`src/rtl/axi_lite_master_rw_queue.sv`:
```
// AXI4-Lite master with a command FIFO and in-order responses.
// One read or write is in flight on the AXI port at a time.

module axi_lite_master_rw_queue_fifo #(
    parameter int WIDTH = 8,
    parameter int DEPTH = 4
) (
    input  logic             clk_i,
    input  logic             rst_ni,
    input  logic             push_i,
    input  logic [WIDTH-1:0] data_i,
    input  logic             pop_i,
    output logic             full_o,
    output logic             empty_o,
    output logic [WIDTH-1:0] data_o
);

    localparam int PTR_W = $clog2(DEPTH);
    localparam logic [PTR_W:0] PTR_ONE = 1;

    logic [PTR_W:0]   wr_ptr_q;
    logic [PTR_W:0]   rd_ptr_q;
    logic [WIDTH-1:0] mem_q [DEPTH];

    // Extra pointer MSB distinguishes full from empty.
    assign full_o  = (wr_ptr_q[PTR_W] != rd_ptr_q[PTR_W]) &&
                     (wr_ptr_q[PTR_W-1:0] == rd_ptr_q[PTR_W-1:0]);
    assign empty_o = (wr_ptr_q == rd_ptr_q);
    assign data_o  = mem_q[rd_ptr_q[PTR_W-1:0]];

    // Read/write pointers; reset flushes the queue.
    always_ff @(posedge clk_i or negedge rst_ni) begin
        if (!rst_ni) begin
            wr_ptr_q <= '0;
            rd_ptr_q <= '0;
        end else begin
            if (push_i) wr_ptr_q <= wr_ptr_q + PTR_ONE;
            if (pop_i)  rd_ptr_q <= rd_ptr_q + PTR_ONE;
        end
    end

    // Entry storage needs no reset: pointers define validity.
    always_ff @(posedge clk_i) begin
        if (push_i) mem_q[wr_ptr_q[PTR_W-1:0]] <= data_i;
    end

endmodule

module axi_lite_master_rw_queue #(
    parameter int AXI_ADDR_WIDTH = 64,
    parameter int AXI_DATA_WIDTH = 64,
    parameter int DEPTH          = 4
) (
    input  logic                        clk_i,
    input  logic                        rst_ni,
    input  logic                        cmd_valid_i,
    output logic                        cmd_ready_o,
    input  logic                        cmd_we_i,
    input  logic [AXI_ADDR_WIDTH-1:0]   cmd_addr_i,
    input  logic [AXI_DATA_WIDTH-1:0]   cmd_data_i,
    input  logic [AXI_DATA_WIDTH/8-1:0] cmd_strb_i,
    output logic                        rsp_valid_o,
    input  logic                        rsp_ready_i,
    output logic [AXI_DATA_WIDTH-1:0]   rsp_data_o,
    output logic                        rsp_err_o,
    output logic [AXI_ADDR_WIDTH-1:0]   aw_addr_o,
    output logic                        aw_valid_o,
    input  logic                        aw_ready_i,
    output logic [AXI_DATA_WIDTH-1:0]   w_data_o,
    output logic [AXI_DATA_WIDTH/8-1:0] w_strb_o,
    output logic                        w_valid_o,
    input  logic                        w_ready_i,
    input  logic [1:0]                  b_resp_i,
    input  logic                        b_valid_i,
    output logic                        b_ready_o,
    output logic [AXI_ADDR_WIDTH-1:0]   ar_addr_o,
    output logic                        ar_valid_o,
    input  logic                        ar_ready_i,
    input  logic [AXI_DATA_WIDTH-1:0]   r_data_i,
    input  logic [1:0]                  r_resp_i,
    input  logic                        r_valid_i,
    output logic                        r_ready_o
);

    localparam int STRB_W  = AXI_DATA_WIDTH / 8;
    localparam int ENTRY_W = 1 + AXI_ADDR_WIDTH + AXI_DATA_WIDTH + STRB_W;

    typedef enum logic [2:0] {
        ST_IDLE,
        ST_WR,
        ST_WB,
        ST_RD,
        ST_RR,
        ST_RSP
    } state_t;

    state_t state_q;
    state_t state_d;

    logic                      fifo_full;
    logic                      fifo_empty;
    logic                      push;
    logic                      pop;
    logic [ENTRY_W-1:0]        push_entry;
    logic [ENTRY_W-1:0]        head_entry;

    logic                      head_we;
    logic [AXI_ADDR_WIDTH-1:0] head_addr;
    logic [AXI_DATA_WIDTH-1:0] head_data;
    logic [STRB_W-1:0]         head_strb;

    logic [AXI_ADDR_WIDTH-1:0] addr_q;
    logic [AXI_DATA_WIDTH-1:0] wdata_q;
    logic [STRB_W-1:0]         wstrb_q;
    logic                      aw_valid_q;
    logic                      w_valid_q;
    logic                      aw_left;
    logic                      w_left;
    logic [AXI_DATA_WIDTH-1:0] rsp_data_q;
    logic                      rsp_err_q;

    // Only bit 1 of a response separates OKAY/EXOKAY from errors.
    logic unused_resp_lsb;
    assign unused_resp_lsb = b_resp_i[0] ^ r_resp_i[0];

    // A full queue refuses commands even if a pop frees a slot.
    assign cmd_ready_o = !fifo_full;
    assign push        = cmd_valid_i && !fifo_full;
    assign push_entry  = {cmd_we_i, cmd_addr_i, cmd_data_i, cmd_strb_i};

    assign head_we   = head_entry[ENTRY_W-1];
    assign head_addr = head_entry[AXI_DATA_WIDTH+STRB_W +: AXI_ADDR_WIDTH];
    assign head_data = head_entry[STRB_W +: AXI_DATA_WIDTH];
    assign head_strb = head_entry[STRB_W-1:0];

    axi_lite_master_rw_queue_fifo #(
        .WIDTH (ENTRY_W),
        .DEPTH (DEPTH)
    ) u_fifo (
        .clk_i   (clk_i),
        .rst_ni  (rst_ni),
        .push_i  (push),
        .data_i  (push_entry),
        .pop_i   (pop),
        .full_o  (fifo_full),
        .empty_o (fifo_empty),
        .data_o  (head_entry)
    );

    // A write channel is still owed if its valid is up without ready.
    assign aw_left = aw_valid_q && !aw_ready_i;
    assign w_left  = w_valid_q && !w_ready_i;

    // State register.
    always_ff @(posedge clk_i or negedge rst_ni) begin
        if (!rst_ni) state_q <= ST_IDLE;
        else         state_q <= state_d;
    end

    // Next-state logic and FIFO pop decision.
    always_comb begin
        state_d = state_q;
        pop     = 1'b0;
        unique case (state_q)
            ST_IDLE: begin
                if (!fifo_empty) begin
                    pop     = 1'b1;
                    state_d = head_we ? ST_WR : ST_RD;
                end
            end
            ST_WR: begin
                if (!aw_left && !w_left) state_d = ST_WB;
            end
            ST_WB: begin
                if (b_valid_i) state_d = ST_RSP;
            end
            ST_RD: begin
                if (ar_ready_i) state_d = ST_RR;
            end
            ST_RR: begin
                if (r_valid_i) state_d = ST_RSP;
            end
            ST_RSP: begin
                if (rsp_ready_i) state_d = ST_IDLE;
            end
            default: state_d = ST_IDLE;
        endcase
    end

    // AXI request registers: loaded on pop, valids drop after handshake.
    always_ff @(posedge clk_i or negedge rst_ni) begin
        if (!rst_ni) begin
            addr_q     <= '0;
            wdata_q    <= '0;
            wstrb_q    <= '0;
            aw_valid_q <= 1'b0;
            w_valid_q  <= 1'b0;
        end else if (pop) begin
            addr_q     <= head_addr;
            wdata_q    <= head_we ? head_data : '0;
            wstrb_q    <= head_we ? head_strb : '0;
            aw_valid_q <= head_we;
            w_valid_q  <= head_we;
        end else begin
            if (aw_valid_q && aw_ready_i) aw_valid_q <= 1'b0;
            if (w_valid_q && w_ready_i)   w_valid_q  <= 1'b0;
        end
    end

    // Response capture from B or R; held until the next capture.
    always_ff @(posedge clk_i or negedge rst_ni) begin
        if (!rst_ni) begin
            rsp_data_q <= '0;
            rsp_err_q  <= 1'b0;
        end else if (state_q == ST_WB && b_valid_i) begin
            rsp_data_q <= '0;
            rsp_err_q  <= b_resp_i[1];
        end else if (state_q == ST_RR && r_valid_i) begin
            rsp_data_q <= r_data_i;
            rsp_err_q  <= r_resp_i[1];
        end
    end

    assign aw_addr_o   = addr_q;
    assign ar_addr_o   = addr_q;
    assign w_data_o    = wdata_q;
    assign w_strb_o    = wstrb_q;
    assign aw_valid_o  = aw_valid_q;
    assign w_valid_o   = w_valid_q;
    assign ar_valid_o  = (state_q == ST_RD);
    assign b_ready_o   = (state_q == ST_WB);
    assign r_ready_o   = (state_q == ST_RR);
    assign rsp_valid_o = (state_q == ST_RSP);
    assign rsp_data_o  = rsp_data_q;
    assign rsp_err_o   = rsp_err_q;

endmodule

```
`config.mk`:
```
export PLATFORM = sky130hd
export DESIGN_NAME = axi_lite_master_rw_queue
export DESIGN_NICKNAME = d
export VERILOG_FILES = /design/src/rtl/axi_lite_master_rw_queue.sv
export SDC_FILE = /design/constraint.sdc
export NUM_CORES = 1
export LEC_CHECK = 0
export CAP_MARGIN = 0
export CORE_MARGIN = 2
export CORE_UTILIZATION = 57
export CTS_CLUSTER_DIAMETER = 200
export DETAILED_ROUTE_END_ITERATION = 12
export GPL_ROUTABILITY_DRIVEN = 0
export PLACE_DENSITY = 0.95
export SLEW_MARGIN = 10
export SYNTH_ARGS = -nofsm -noshare
export SYNTH_HDL_FRONTEND = slang
export SYNTH_HIERARCHICAL = 1
export SYNTH_SLANG_ARGS = --single-unit
```
`constraint.sdc`:
```
create_clock -name clk_i -period 7.75 [get_ports clk_i]
set_clock_uncertainty 0.15 [all_clocks]
set_input_delay 1.55 -clock clk_i [delete_from_list [all_inputs] [get_ports clk_i]]
set_output_delay 1.55 -clock clk_i [all_outputs]
set_load 0.01 [all_outputs]
```
======== Word level (Yosys, flattened, before mapping) ========
Memories as Yosys holds them, arrays and structs flattened.
Index checks and enable logic that the tools add are counted.
storage, ports and cells
  latch bits .............................. 0
  ROM bits ................................ 0
  bits of input ports ..................... 214
  flip-flop bits (word level) ............. 212
  bits in writable memories ............... 548
  memories kept ........................... 1
memory list
  memory        depth  width  read ports  clocked after Yosys merged registers in  wr ports  line  RTL
  u_fifo.mem_q  4      137    1           0                                        1         23    logic [WIDTH-1:0] mem_q [DEPTH];
operators by class
  divide/modulo/power cells ............... 0
  eq/ne operators ......................... 14
  add/subtract/negate cells ............... 2
  bitwise logic cells ..................... 0
  multiplexer cells ....................... 22
  reductions and logical operators ........ 19
  shift-type cells ........................ 0
  magnitude comparators ................... 0
  multiply operators ...................... 0
operators by type and width
  operator                                        number
  two-way mux 64 bit                              3
  two-way mux 3 bit                               6
  case mux 3 bit (6 select lines)                 1
  two-way mux 1 bit                               10
  logical AND 1 bit                               9
  two-way mux 8 bit                               1
  != test 2 bit (second input constant)           4
  adder 3 x 1 -> 3 bit (second input constant)    2
  == test 3 x 2 -> 1 bit (second input constant)  2
  == test 3 bit (second input constant)           2
  AND reduction 6 bit                             1
  nonzero test 2 bit                              3
  zero test 1 bit                                 5
  != test 2 x 1 -> 1 bit (second input constant)  2
  == test 3 x 1 -> 1 bit (second input constant)  1
  == test 3 bit                                   1
  zero test 3 bit                                 1
  == test 2 bit                                   1
  two-way mux 2 bit                               1
  != test 1 bit                                   1

======== Longest topological paths before layout ========
Gate-level depths: netlist of the first run.
  depth in word-level cells ............... 6
  mapped depth ............................ 11
  depth with buffers taken out ............ 7

======== Hierarchy ========
The synthesis of the first run kept the hierarchy.
modules (own cells, without submodules)
  module                         instances  sequential area each (um2)  cells an instance  area each (um2)
  axi_lite_master_rw_queue_fifo  1          16,605.9                    746                20,125.6
  axi_lite_master_rw_queue       1          5,154.9                     836                8,381.8

======== Least setup slack after synthesis of the first run ========
Ideal clock, no wire load.
  kind .................................... input -> register
  start point ............................. input cmd_valid_i
  end point ............................... memory u_fifo/mem_q[3][0] (netlist bit) (enable)
  stages on the path ...................... 2
  library setup time ...................... 0.514 ns
  buffers on the path ..................... 0
  data arrival time ....................... 5.067 ns
  required time ........................... 7.086 ns
  path slack .............................. 2.019 ns
  cell sequence ........................... nor2b_1 > and2_1
between the ends
  cells in the longest elaborated chain, start to end .. 3
ends and longest elaborated chain
  item                                     line  RTL
  from (decl)                              56    input logic cmd_valid_i,
  logical AND 1 bit                        128   assign push = cmd_valid_i && !fifo_full;
  two-way mux 1 bit                        44    if (push_i) mem_q[wr_ptr_q[PTR_W-1:0]] <= data_i;
  two-way mux 1 bit (implied by the code)  44
  to (decl)                                23
Every way passes these cells.

======== Final worst setup path of the first run ========
  start point ............................. register u_fifo.rd_ptr_q[0]
  end point ............................... register wdata_q[30] (netlist: w_data_o[30])
between the ends
  cells in the longest elaborated chain, start to end .. 3
  elaborated cells between the ends (all ways) .. 5
  those cells by class .................... eq/ne (1); mux (3); memory (1)
ends and longest elaborated chain
  item                    line  RTL
  from (decl)             22    logic [PTR_W:0] rd_ptr_q;
  from (signal assigned)  38    if (pop_i) rd_ptr_q <= rd_ptr_q + PTR_ONE;
  == test 3 bit           28    assign empty_o = (wr_ptr_q == rd_ptr_q);
  named net fifo_empty    101   logic fifo_empty;
  two-way mux 1 bit       166   if (!fifo_empty) begin
  two-way mux 1 bit       164   unique case (state_q)
  to (signal assigned)    200   wdata_q <= head_we ? head_data : '0;
  to (decl)               113   logic [AXI_DATA_WIDTH-1:0] wdata_q;
The timed path passes the listed nets, and every way through them passes these cells.
A chain may end at the register's enable or synchronous reset.

==> reports/metrics.csv, run 1 <==
metric,value,unit
ir_worst_vdd,0.000284,V
synth_cell_types,36,
yosysMostFrequentCell,edfxtp_1,
io_pins,486,
grt_pass1_wl,105000,µm
dp_slack,3.37,ns
p_leak,13.4,nW
groute.usage.overall,27.8,%
placed_cells,2593,
place.detailed.hpwl,41700,µm
swShare,32.5,%
ant_nets,0,
ys.flop_type,edfxtp_1,
final-hold-violation-count,0,
nNetsFinal,2224,
cts_tree,done,
postCtsHoldBufs,0,
instances_no_fill,2740,
avgSynthCellArea,18.0,µm²
critPathLaunchType,flip-flop,
timing.fmax,238,MHz
pwr-share-comb,33.4,%
routed_wl,72500,µm
core,0.0492,mm²
synth_common_cells,"548 x edfxtp_1, 344 x nand2_1, 212 x dfrtp_1",
die_w,228,µm
grt_max_degree,112,
rsz0062_at_grt,no,
min_period,4.20,ns
start_util,58.0,%
synthArstFlopShare,27.9,%
dr.pass1.iters,8,
ys_warn_count,6,
num_vias,16200,
grt_pass1_vias,16900,
syn_to_final_growth,25.8,%
setup_violations,0,
netlist_instances,1582,
synth_edf_count,548,
path_clk_slew,0.06,ns
drt-initial-drc-count,1233,
finalCritPeriodShare,54.2,%
nFillCells,2636,
yosysTopAreaCell,edfxtp_1,
drc,0,
numPortBuffers,483,
worstPathMaxFanout,79,
cp_data_arrival_time,4.58,ns
overflow,0,
worstMarginPinSlew,1.24,ns
syn-cell-area,0.0285,mm²
fp.dieH,228,µm
hp-class,flip-flop to flip-flop,
hold_depth,2,
synthTopCellsByArea,"edfxtp_1 58%, dfrtp_1 19%, mux4_2 11%, nand2_1 4.5%, a22o_1 2.0%",
yosys_register_bits,760,
finalSetupTns,0,ns
post_cts_buffers,0,
rows,81,
regArea,0.0218,mm²
slew_violations,0,
die_area,0.0518,mm²
cts_sinks,760,
placedInstanceArea,0.0333,mm²
max_slew_margin,17.5,%
seq_power_share,41.7,%
setup_slack,3.55,ns
maxCapViolations,0,
cts_htree_levels,3,
cp.required,8.13,ns
synth_top_area_share,57.7,%
reg2reg_depth,8,
status,completed,
path_class,flip-flop to flip-flop,
wl_per_cell,26.4,µm
root_buffer,clkbuf_16,
antenna_found_initial,10,
clkPwrFrac,24.9,%
viasPerCell,5.93,
yosysSeqAreaShare,76.3,%
design_area,0.0359,mm²
endpoint_kind,flip-flop,
numCtsBuffers,74,
p_per_area,409,mW/mm²
internal_power,9.90,mW
ctsResizeCount,0,
switchingPower,4.76,mW
final_layout_size_suffix_gt1_share,13.7,%
multi_input_area,0.00572,mm²
cts_buffer_depth,3,
synth_nets,1801,
clkLatencyLatePin,0.63,ns
## through the flow
| step | power [mW] | util (%) | hold WS, ns |
|---|---|---|---|
| after global routing | 15.2 | 73.0 | 0.336 |
| after CTS | 14.7 | 72.9 | 0.320 |
| final | 14.7 | 73.0 | 0.314 |
| after floorplan | 9.06 | - | 0.312 |
| after detailed placement | 11.0 | 67.8 | 0.306 |
| after global placement | 10.7 | 67.8 | 0.301 |
## registers in the layout (all words and copies together), names as in the netlist, 3 cells and up
register         flops
u_fifo/wr_ptr_q      3
ar_addr_o           64
rsp_data_o          64
w_data_o            64
w_strb_o             8
u_fifo/rd_ptr_q      3
state_q              3
u_fifo/mem_q       548
## cell usage in the layout, fill, tap and decap left out, types with 2 or more instances in the layout
cell | Yosys | routed
a22o_1 | 64 | 64
and2_1 | 7 | 2
and2_4 | 0 | 4
and3b_1 | 2 | 2
buf_12 | 0 | 5
buf_4 | 65 | 8
bufinv_16 | 0 | 5
clkbuf_1 | 27 | 14
clkbuf_16 | 0 | 75
clkbuf_8 | 0 | 14
clkdlybuf4s50_1 | 0 | 482
clkinv_1 | 1 | 5
clkinv_16 | 0 | 2
clkinv_2 | 0 | 14
clkinv_8 | 0 | 3
clkinvlp_4 | 0 | 4
dfrtp_1 | 212 | 210
dfrtp_4 | 0 | 2
diode_2 | 0 | 9
edfxtp_1 | 548 | 548
ha_1 | 5 | 5
inv_1 | 3 | 3
inv_6 | 0 | 2
mux2_2 | 3 | 3
mux4_2 | 137 | 137
nand2_1 | 344 | 343
nand2b_1 | 3 | 3
nand3_1 | 72 | 72
nor2_1 | 2 | 2
nor2b_1 | 5 | 5
nor3_1 | 2 | 2
o21ai_0 | 4 | 4
xnor2_1 | 2 | 2
xor2_1 | 5 | 5
## layer usage
| layer | global-route usage (%) | up-vias | wire length [µm] |
|---|---|---|---|
| li1 | - | 6757 | - |
| met1 | 32.4 | 8277 | 24600 |
| met2 | 46.7 | 961 | 37000 |
| met3 | 7.74 | 242 | 6600 |
| met4 | 16.3 | 4 | 4240 |
| met5 | 0 | - | 27 |
## final timing paths
check / from / end / slack [ns]
min reg2reg: w_strb_o[2] / w_strb_o[2] / 0.31
max reg2reg: u_fifo/rd_ptr_q[0] / w_data_o[30] / 3.55
max in group asynchronous: rst_ni / w_data_o[34] / 5.27
min: w_strb_o[2] / w_strb_o[2] / 0.31
max: u_fifo/rd_ptr_q[0] / w_data_o[30] / 3.55
min in group asynchronous: rst_ni / w_data_o[45] / 0.74
## final cells by class
cell class | count | area share, %
clock inverter | 35 | 1.10
inverter | 4 | 0.0488
sequential | 760 | 60.7
antenna | 9 | 0.0628
timing repair buffer | 496 | 13.9
tap | 664 | 2.32
clock buffer | 103 | 5.92
multi-input combinational | 669 | 15.9
## power by group through the flow
stage	clock, mW	combinational, mW	sequential (mW)
finish	3.65	4.90	6.11
global route	3.85	5.20	6.18
CTS	3.69	4.94	6.10
detailed placement	0	4.85	6.14
global placement	0	4.68	6.04
floorplan	0	2.85	6.21
## worst max-delay path, cell delays in order, from the launching register on
cell     delay, ns
dfrtp_4       0.62
xor2_1        0.28
nor3b_1       0.10
nor2_1        0.18
nand2_4       0.49
inv_4         0.86
buf_4         0.89
nand3_1       0.24
nand2_1       0.20
## logic make-up (layout without fill, tap and decap cells)
group	after synthesis	after routing	synth area share, %
adders and majority gates	5	5	0.219
buffers and inverters	153	638	3.68
DFF	760	760	76.3
AOI/OAI and AO/OA	74	74	2.19
xor gates and xnor gates	7	7	0.215
and+or+nand+nor	443	443	6.42
muxes	140	140	10.9
other	0	9	0
Power figures use the tool's default switching activity.
==> run 2, diff against run 1 <==
- CORE_UTILIZATION: 57 -> 48
- PLACE_DENSITY: 0.95 -> 0.87
- clock period: 7.75 -> 3.8 ns (I/O delays scaled with it)
==> reports/metrics.csv, run 2 (synthesis results as in run 1) <==
metric,value,unit,change
rsz0062_at_grt,no,,
setup_violations,0,,unchanged
groute.usage.overall,22.0,%,-5.8 points
numPortBuffers,483,,unchanged
status,completed,,
layout_common_cells,"548 x edfxtp_1, 482 x clkdlybuf4s50_1, 343 x nand2_1",,
ctsResizeCount,0,,unchanged
reg2reg_depth,5,,-3
max_slew_margin,21.6,%,+4.1 points
place.detailed.hpwl,41300,µm,-0.88%
p_per_area,825,mW/mm²,+100%
cts_htree_levels,3,,unchanged
endpoint_kind,output port,,
grt_max_degree,140,,+25%
clkLatencyLatePin,0.61,ns,-0.02 ns
io_pins,486,,unchanged
hold_ws,0.314,ns,-0.0000230 ns
timing.fmax,323,MHz,
dr.pass1.iters,5,,-3
r2r_setup_slack,1.18,ns,-2.37 ns
slew_violations,0,,unchanged
cp_data_arrival_time,2.19,ns,-2.39 ns
hp-class,flip-flop to flip-flop,,
layout_commonest_cell,edfxtp_1,,
critPathLaunchType,flip-flop,,
power,30.2,mW,+110%
rows,89,,+9.9%
worstMarginPinSlew,1.18,ns,-0.0609 ns
utilization,62.1,%,-11 points
antenna_found_initial,12,,+2
maxCapViolations,0,,unchanged
die_area,0.0614,mm²,+18%
post_cts_buffers,0,,unchanged
r2r_start,u_fifo/rd_ptr_q[0],,
ir_worst_vdd,0.000602,V,+110%
min_period,3.10,ns,
start_util,48.4,%,-9.6 points
worstPathMaxFanout,2,,-97%
cts_tree,done,,
cts_sinks,760,,unchanged
path_class,flip-flop to output port,,
hold_start,w_data_o[32],,
routed_wl,68000,µm,-6.1%
grt_pass1_wl,100000,µm,-4.7%
fp.dieH,248,µm,+8.8%
finalCritPeriodShare,81.5,%,
root_buffer,clkbuf_16,,
viasPerCell,5.51,,-7.0%
drc,0,,unchanged
final-hold-violation-count,0,,unchanged
design_area,0.0366,mm²,+1.9%
postCtsHoldBufs,1,,+1
grt_pass1_vias,16800,,-1.0%
ant_nets,0,,unchanged
hold_depth,2,,unchanged
final_layout_size_suffix_gt1_share,14.6,%,+0.89 points
overflow,0,,unchanged
finalSetupTns,0,ns,unchanged
wl_per_cell,23.6,µm,-11%
drt-initial-drc-count,1163,,-5.7%
r2r_end,u_fifo/mem_q[2][122],,
cts_buffer_depth,3,,unchanged
numCtsBuffers,78,,+5.4%
nNetsFinal,2259,,+1.6%
placedInstanceArea,0.0340,mm²,+1.9%
cp.required,2.89,ns,-5.24 ns
core,0.0589,mm²,+20%
num_vias,15900,,-2.1%
die_w,248,µm,+8.8%
syn_to_final_growth,28.3,%,
largest_reg_flops,548,,unchanged
path_clk_slew,0.06,ns,about the same
p_leak,13.6,nW,+1.9%
min_to,w_data_o[32],,
==> run 2: changes by cell type in the layout (fill, tap and decap cells not counted), moves of 3 or more <==
| cell | delta |
|---|---|
| clkinv_2 | -4 |
| buf_4 | +8 |
| diode_2 | -3 |
| clkinv_1 | +5 |
| buf_12 | +22 |
| clkbuf_16 | +4 |
| clkbuf_1 | +9 |
| clkbuf_8 | -9 |
==> run 2: power breakdown <==
part           total [mW]  switching (mW)  internal (mW)
clock network        7.54            3.19           4.35
registers            12.3           0.999           11.3
logic                10.3            5.40           4.93
total                30.2            9.60           20.6
==> run 2: per-stage QoR <==
stage | instances | setup slack [ns]
after detailed placement | 2732 | 0.741
final | 2885 | 0.705
after floorplan | 1582 | 0.160
after global placement | 2732 | 0.781
after CTS | 2879 | 0.656
after global routing | 2884 | 0.582
==> run 2: final cells by class <==
| type | count | area [µm²] |
|---|---|---|
| diodes | 6 | 15.0 |
| clock buffers | 107 | 2130 |
| clock inverters | 39 | 434 |
| fillers | 3955 | 22300 |
| inverters | 4 | 20.0 |
| multi-input cells | 669 | 5720 |
| flip-flops and latches | 760 | 21800 |
| well taps | 773 | 967 |
| repair buffers | 527 | 5510 |
==> run 2: per-layer routing <==
metal,GRT usage (%),wire [µm],vias up
li1,-,-,6857
met1,26.6,25500,8135
met2,37.7,34700,752
met3,5.51,5450,142
met4,9.18,2330,10
met5,0,65,-
==> run 2: critical path, cell delays in order (launching register included) <==
cell and delay, ns:
dfrtp_4 0.49, xor2_1 0.18, nor3_1 0.28, inv_1 0.15
clkdlybuf4s50_1 0.52
==> run 2: worst max-delay path by stage <==
stage | startpoint | to | cells past startpoint
6_report | u_fifo/rd_ptr_q[1] | cmd_ready_o | 4
5_1_grt | u_fifo/rd_ptr_q[1] | cmd_ready_o | 4
4_1_cts | u_fifo/rd_ptr_q[1] | cmd_ready_o | 4
3_5_place_dp | cmd_valid_i | u_fifo/mem_q[2][121] | 4
3_3_place_gp | cmd_valid_i | u_fifo/mem_q[2][121] | 4
2_1_floorplan | u_fifo/rd_ptr_q[0] | u_fifo/mem_q[3][0] | 6
==> run 3, diff against run 2 <==
- CORE_UTILIZATION: 48 -> 53
- PLACE_DENSITY: 0.87 -> 0.91
- clock period: 3.8 -> 2.9 ns (I/O delays scaled with it)
==> reports/metrics.csv, run 3 (synthesis results as in run 1) <==
metric,value,unit,change
maxCapViolations,0,,unchanged
slowest_stage,clkdlybuf4s50_1,,
grt_pass1_wl,104000,µm,+4.0%
grt_max_degree,139,,-0.71%
endpoint_kind,output port,,
worstPathMaxFanout,13,,+11
cts_buffer_depth,3,,unchanged
critPathTopFamily,buffers and inverters,,
highest_layer,met5,,
die_area,0.0557,mm²,-9.3%
final_layout_size_suffix_gt1_share,15.1,%,+0.44 points
cts_tree,done,,
cp_slowest_stage_delay,0.56,ns,+0.04 ns
wl_met1,25200,µm,-0.86%
dr_wl_met3,5560,µm,+1.9%
finalSetupTns,0,ns,unchanged
setup_violations,0,,unchanged
wl_per_cell,24.8,µm,+5.2%
grt_pass1_vias,16900,,+0.80%
worstMarginPinSlew,0.998,ns,-0.178 ns
largest_reg_flops,548,,unchanged
io_pins,486,,unchanged
placed_cells,2656,,-2.8%
ir_worst_vdd,0.000795,V,+32%
dr.pass1.iters,5,,unchanged
instances_no_fill,2805,,-2.8%
rsz0062_at_grt,no,,
cp_data_arrival_time,2.09,ns,-0.10 ns
fp.dieH,236,µm,-4.8%
drc,0,,unchanged
min_period,2.82,ns,
cp.required,2.17,ns,-0.72 ns
cts_sinks,760,,unchanged
nNetsFinal,2259,,unchanged
antenna_found_initial,13,,+1
nFillCells,3264,,-17%
status,completed,,
hp-class,flip-flop to flip-flop,,
crit_path_cell_trace,nor2b_4 > and2b_1 > clkdlybuf4s50_1,,
root_buffer,clkbuf_16,,
cts_htree_levels,3,,unchanged
slew_violations,0,,unchanged
finalCritPeriodShare,97.2,%,
r2r_setup_slack,0.33,ns,-0.85 ns
p_per_area,1080,mW/mm²,+31%
groute.usage.overall,25.1,%,+3.1 points
numPortBuffers,483,,unchanged
clkLatencyLatePin,0.62,ns,about the same
num_vias,16000,,+0.41%
viasPerCell,5.69,,+3.3%
core,0.0535,mm²,-9.2%
utilization,68.1,%,+6.1 points
numCtsBuffers,76,,-2.6%
timing.fmax,355,MHz,
layout_commonest_cell,edfxtp_1,,
ant_nets,0,,unchanged
max_slew_margin,33.4,%,+12 points
rows,85,,-4.5%
drt-initial-drc-count,1206,,+3.7%
place.detailed.hpwl,42800,µm,+3.5%
syn_to_final_growth,27.8,%,
final-hold-violation-count,0,,unchanged
path_class,flip-flop to output port,,
critPathLaunchType,flip-flop,,
die_w,236,µm,-4.8%
overflow,0,,unchanged
p_leak,13.6,nW,about the same
wl_met2,36000,µm,+3.7%
path_clk_slew,0.06,ns,about the same
cp_num_buf_inv,1,,-1
routed_wl,69600,µm,+2.3%
start_util,53.3,%,+4.9 points
layout_common_cells,"548 x edfxtp_1, 481 x clkdlybuf4s50_1, 343 x nand2_1",,
[run 3: cell count changes in the layout (fill, tap and decap cells not counted), sizes merged]
cell           previous run  this run
buf                      44        46
bufinv                    5         4
clkbuf                  107       109
clkdlybuf4s50           482       481
clkinv                   24        25
clkinvlp                  3         1
diode                     6         5
dlymetal6s2s              0         1
inv                      11         7
[run 3: path summary, 6_finish.rpt]
check / cells past startpoint / end / start
worst min-delay path: 2 / w_data_o[31] / w_data_o[31]
worst max-delay path: 3 / r_ready_o / state_q[1]
worst max register to register: 7 / u_fifo/mem_q[2][15] / u_fifo/rd_ptr_q[0]
worst min register to register: 2 / w_data_o[31] / w_data_o[31]
min in group asynchronous: 2 / rsp_data_o[44] / rst_ni
max in group asynchronous: 3 / ar_addr_o[55] / rst_ni
[run 3: worst min-delay path, stage by stage, from the launching register on]
cell	delay [ns]
dfrtp_1	0.34
nand2_1	0.05
nand2_1	0.05
[run 3: per-layer routing]
metal | vias up | global-route usage (%)
met4 | 16 | 10.3
met3 | 176 | 6.93
li1 | 6834 | -
met1 | 8166 | 30.3
met5 | - | 0
met2 | 769 | 42.8
[run 3: area by class of cell]
cell class,count,area (µm²),share of cell area [%]
Sequential cell,760,21800,59.7
Clock buffer,109,2170,5.95
Timing Repair Buffer,529,5520,15.1
Tap cell,696,871,2.39
Multi-Input combinational cell,669,5730,15.7
Clock inverter,33,354,0.972
Inverter,4,20.0,0.0549
Antenna cell,5,12.5,0.0343
[run 3: repair_timing]
item	4_1_cts	5_1_grt
hold endpoints to repair	55	0
setup endpoints to repair	2	2
gates resized for setup	2	4
setup buffers	0	1
cloned	0	0
pin swaps	0	1
hold buffers	1	0
[run 3: metrics by stage]
step           instance area, µm²  total power [mW]  hold WS, ns  worst slack [ns]
2_1_floorplan               28500              24.0        0.134            0.0389
3_3_place_gp                33900              29.2        0.302             0.208
3_5_place_dp                33900              29.8        0.307             0.158
4_1_cts                     36400              39.8        0.323           -0.0338
5_1_grt                     36400              41.2        0.340            0.0154
6_report                    36400              39.5        0.318            0.0804
[run 3: power by group]
group          internal (mW)  switching [mW]
Clock                   5.64            4.10
Sequential              14.8            1.40
Combinational           6.47            7.04
Total                   26.9            12.5
==> edit: new RTL, config.mk and constraints of run 3 <==
`AXI_ADDR_WIDTH`: 64 -> 32.
--- a/src/rtl/axi_lite_master_rw_queue.sv
+++ b/src/rtl/axi_lite_master_rw_queue.sv
@@ -48,5 +48,5 @@
 
 module axi_lite_master_rw_queue #(
-    parameter int AXI_ADDR_WIDTH = 64,
+    parameter int AXI_ADDR_WIDTH = 32,
     parameter int AXI_DATA_WIDTH = 64,
     parameter int DEPTH          = 4
Interface: changed (resized ar_addr_o, aw_addr_o and cmd_addr_i); port bits go from 486 to 390. No check against the original RTL was run, so the function may have changed too.
==> edit against run 3 <==
- count of clock-buffer cells in the layout decreased by 20
- area after synthesis fell by 21%
- setup slack gained 0.00062 ns
- cell count shrank 21%
- register-to-register slack hardly changed
- combinational power is 24% lower
- sequential cell count shrank 160
- total power decreased by 23%
- design area is 21% lower
- maximum frequency is essentially flat
- routed wire length down 24%
- worst hold slack worse by 0.0018 ns
- largest power group unchanged
==> edit: results (changes against run 3) <==
| Metric | Value |
|---|---|
| Outcome | completed |
| Register area share after synthesis | 76.3% (about the same) |
| Largest net degree at the start of global routing | 107 (-23%) |
| Post-Synth XOR/XNOR Area | 0.273% (+0.058 points) |
| Post_cts resized | 3 (+1) |
| Area contributors post-synth | edfxtp_1 (56%), dfrtp_1 (20%), mux4_2 (11%) |
| Post-Route WL | 53100 µm (-24%) |
| Nonclk buf count | 415 (-22%) |
| Internal power | 20.8 mW (-23%) |
| Synth Area in Compound Gates | 2.79% (+0.60 points) |
| Met2 usage | 42.8% (about the same) |
| Clock sink total | 600 (-21%) |
| Share of layout cells above drive strength 1 | 14.0% (-1.1 points) |
| Clock buffers | 89 (-18%) |
| Post-DR vias/cell | 5.72 (+0.53%) |
| Multi-input combinational area share | 16.2% (+0.49 points) |
| Met3 wire len | 3970 µm (-28%) |
| WL per Instance | 24.1 µm (-3.1%) |
| Max stage delay on crit path | 0.58 ns (+0.02 ns) |
| Initial antenna violation count | 4 (-9) |
| First-pass GRT wire length | 79900 µm (-23%) |
| Cells after Synth | 1247 (-21%) |
| Dpl cell area | 26700 µm² (-21%) |
| Cts bufs inserted | 57 (-25%) |
| Post-Synth Adder-Cell Area | 0.279% (+0.060 points) |
| Synth-to-Final Area Change | 27.8% (about the same) |
| Post-synth EDFFs | 420 (-23%) |
| H-tree depth | 2 (-1) |
| Non-clock buffer share | 15.0% (-0.11 points) |
| Gr usage total | 24.3% (-0.77 points) |
| Combinational share of power | 33.8% (-0.5 points) |
| Nets | 1806 (-20%) |
| Leakage | 10.8 nW (-21%) |
| Core area | 41900 µm² (-22%) |
| Seq pwr share | 41.7% (+0.7 points) |
| Metal1 wirelength | 19700 µm (-22%) |
| Commonest cells post-synth | edfxtp_1 (420), nand2_1 (248), dfrtp_1 (180) |
| # fillers | 2593 (-21%) |
| Largest fanout on the critical path | 8 (-5) |
| Synth unique cells | 37 (+2.8%) |
| Worst skew pair latency | 0.60 ns (-0.02 ns) |
| TritonRoute pass-1 iters | 4 (-1) |
| Worst vdd ir | 0.00148 V (+86%) |
| Met2 WL | 27600 µm (-23%) |
| Multi-input comb cells | 541 (-19%) |
| FF/Latch Area | 17100 µm² (-21%) |
| Antenna fix cells | 1 (-4) |
| Clock buf/inv share | 6.56% (-0.37 points) |
| Top Layer Used | met4 |
| Port Buffers | 387 (-20%) |
| Vias in the first global route | 13.3k (-21%) |
| FFs w/ async S/R, synth | 30.0% (+2.1 points) |
| Detailed-placement wirelength estimate | 32300 µm (-25%) |
-- edit: changes by cell type in the layout (fill, tap and decap cells not counted), sizes merged, moves of 15 or more --
cell,run 3,this run
edfxtp,548,420
clkdlybuf4s50,481,385
nand2,344,248
dfrtp,212,180
mux4,137,105
buf,46,27
clkbuf,109,90
clkinv,25,10
-- edit: path summary, 6_finish.rpt --
kind	start	end	slack [ns]	depth (start not counted)
max	state_q[2]$_DFFE_PN0P_	rsp_valid_o	0.08	3
min	w_data_o[48]$_DFFE_PN0P_	w_data_o[48]$_DFFE_PN0P_	0.32	2
max reg2reg	u_fifo/rd_ptr_q[1]$_DFFE_PN0P_	u_fifo/mem_q[3][28]$_DFFE_PP_	0.33	5
min reg2reg	w_data_o[48]$_DFFE_PN0P_	w_data_o[48]$_DFFE_PN0P_	0.32	2
max in group asynchronous	rst_ni	w_data_o[26]$_DFFE_PN0P_	1.46	3
min in group asynchronous	rst_ni	w_data_o[29]$_DFFE_PN0P_	0.40	2
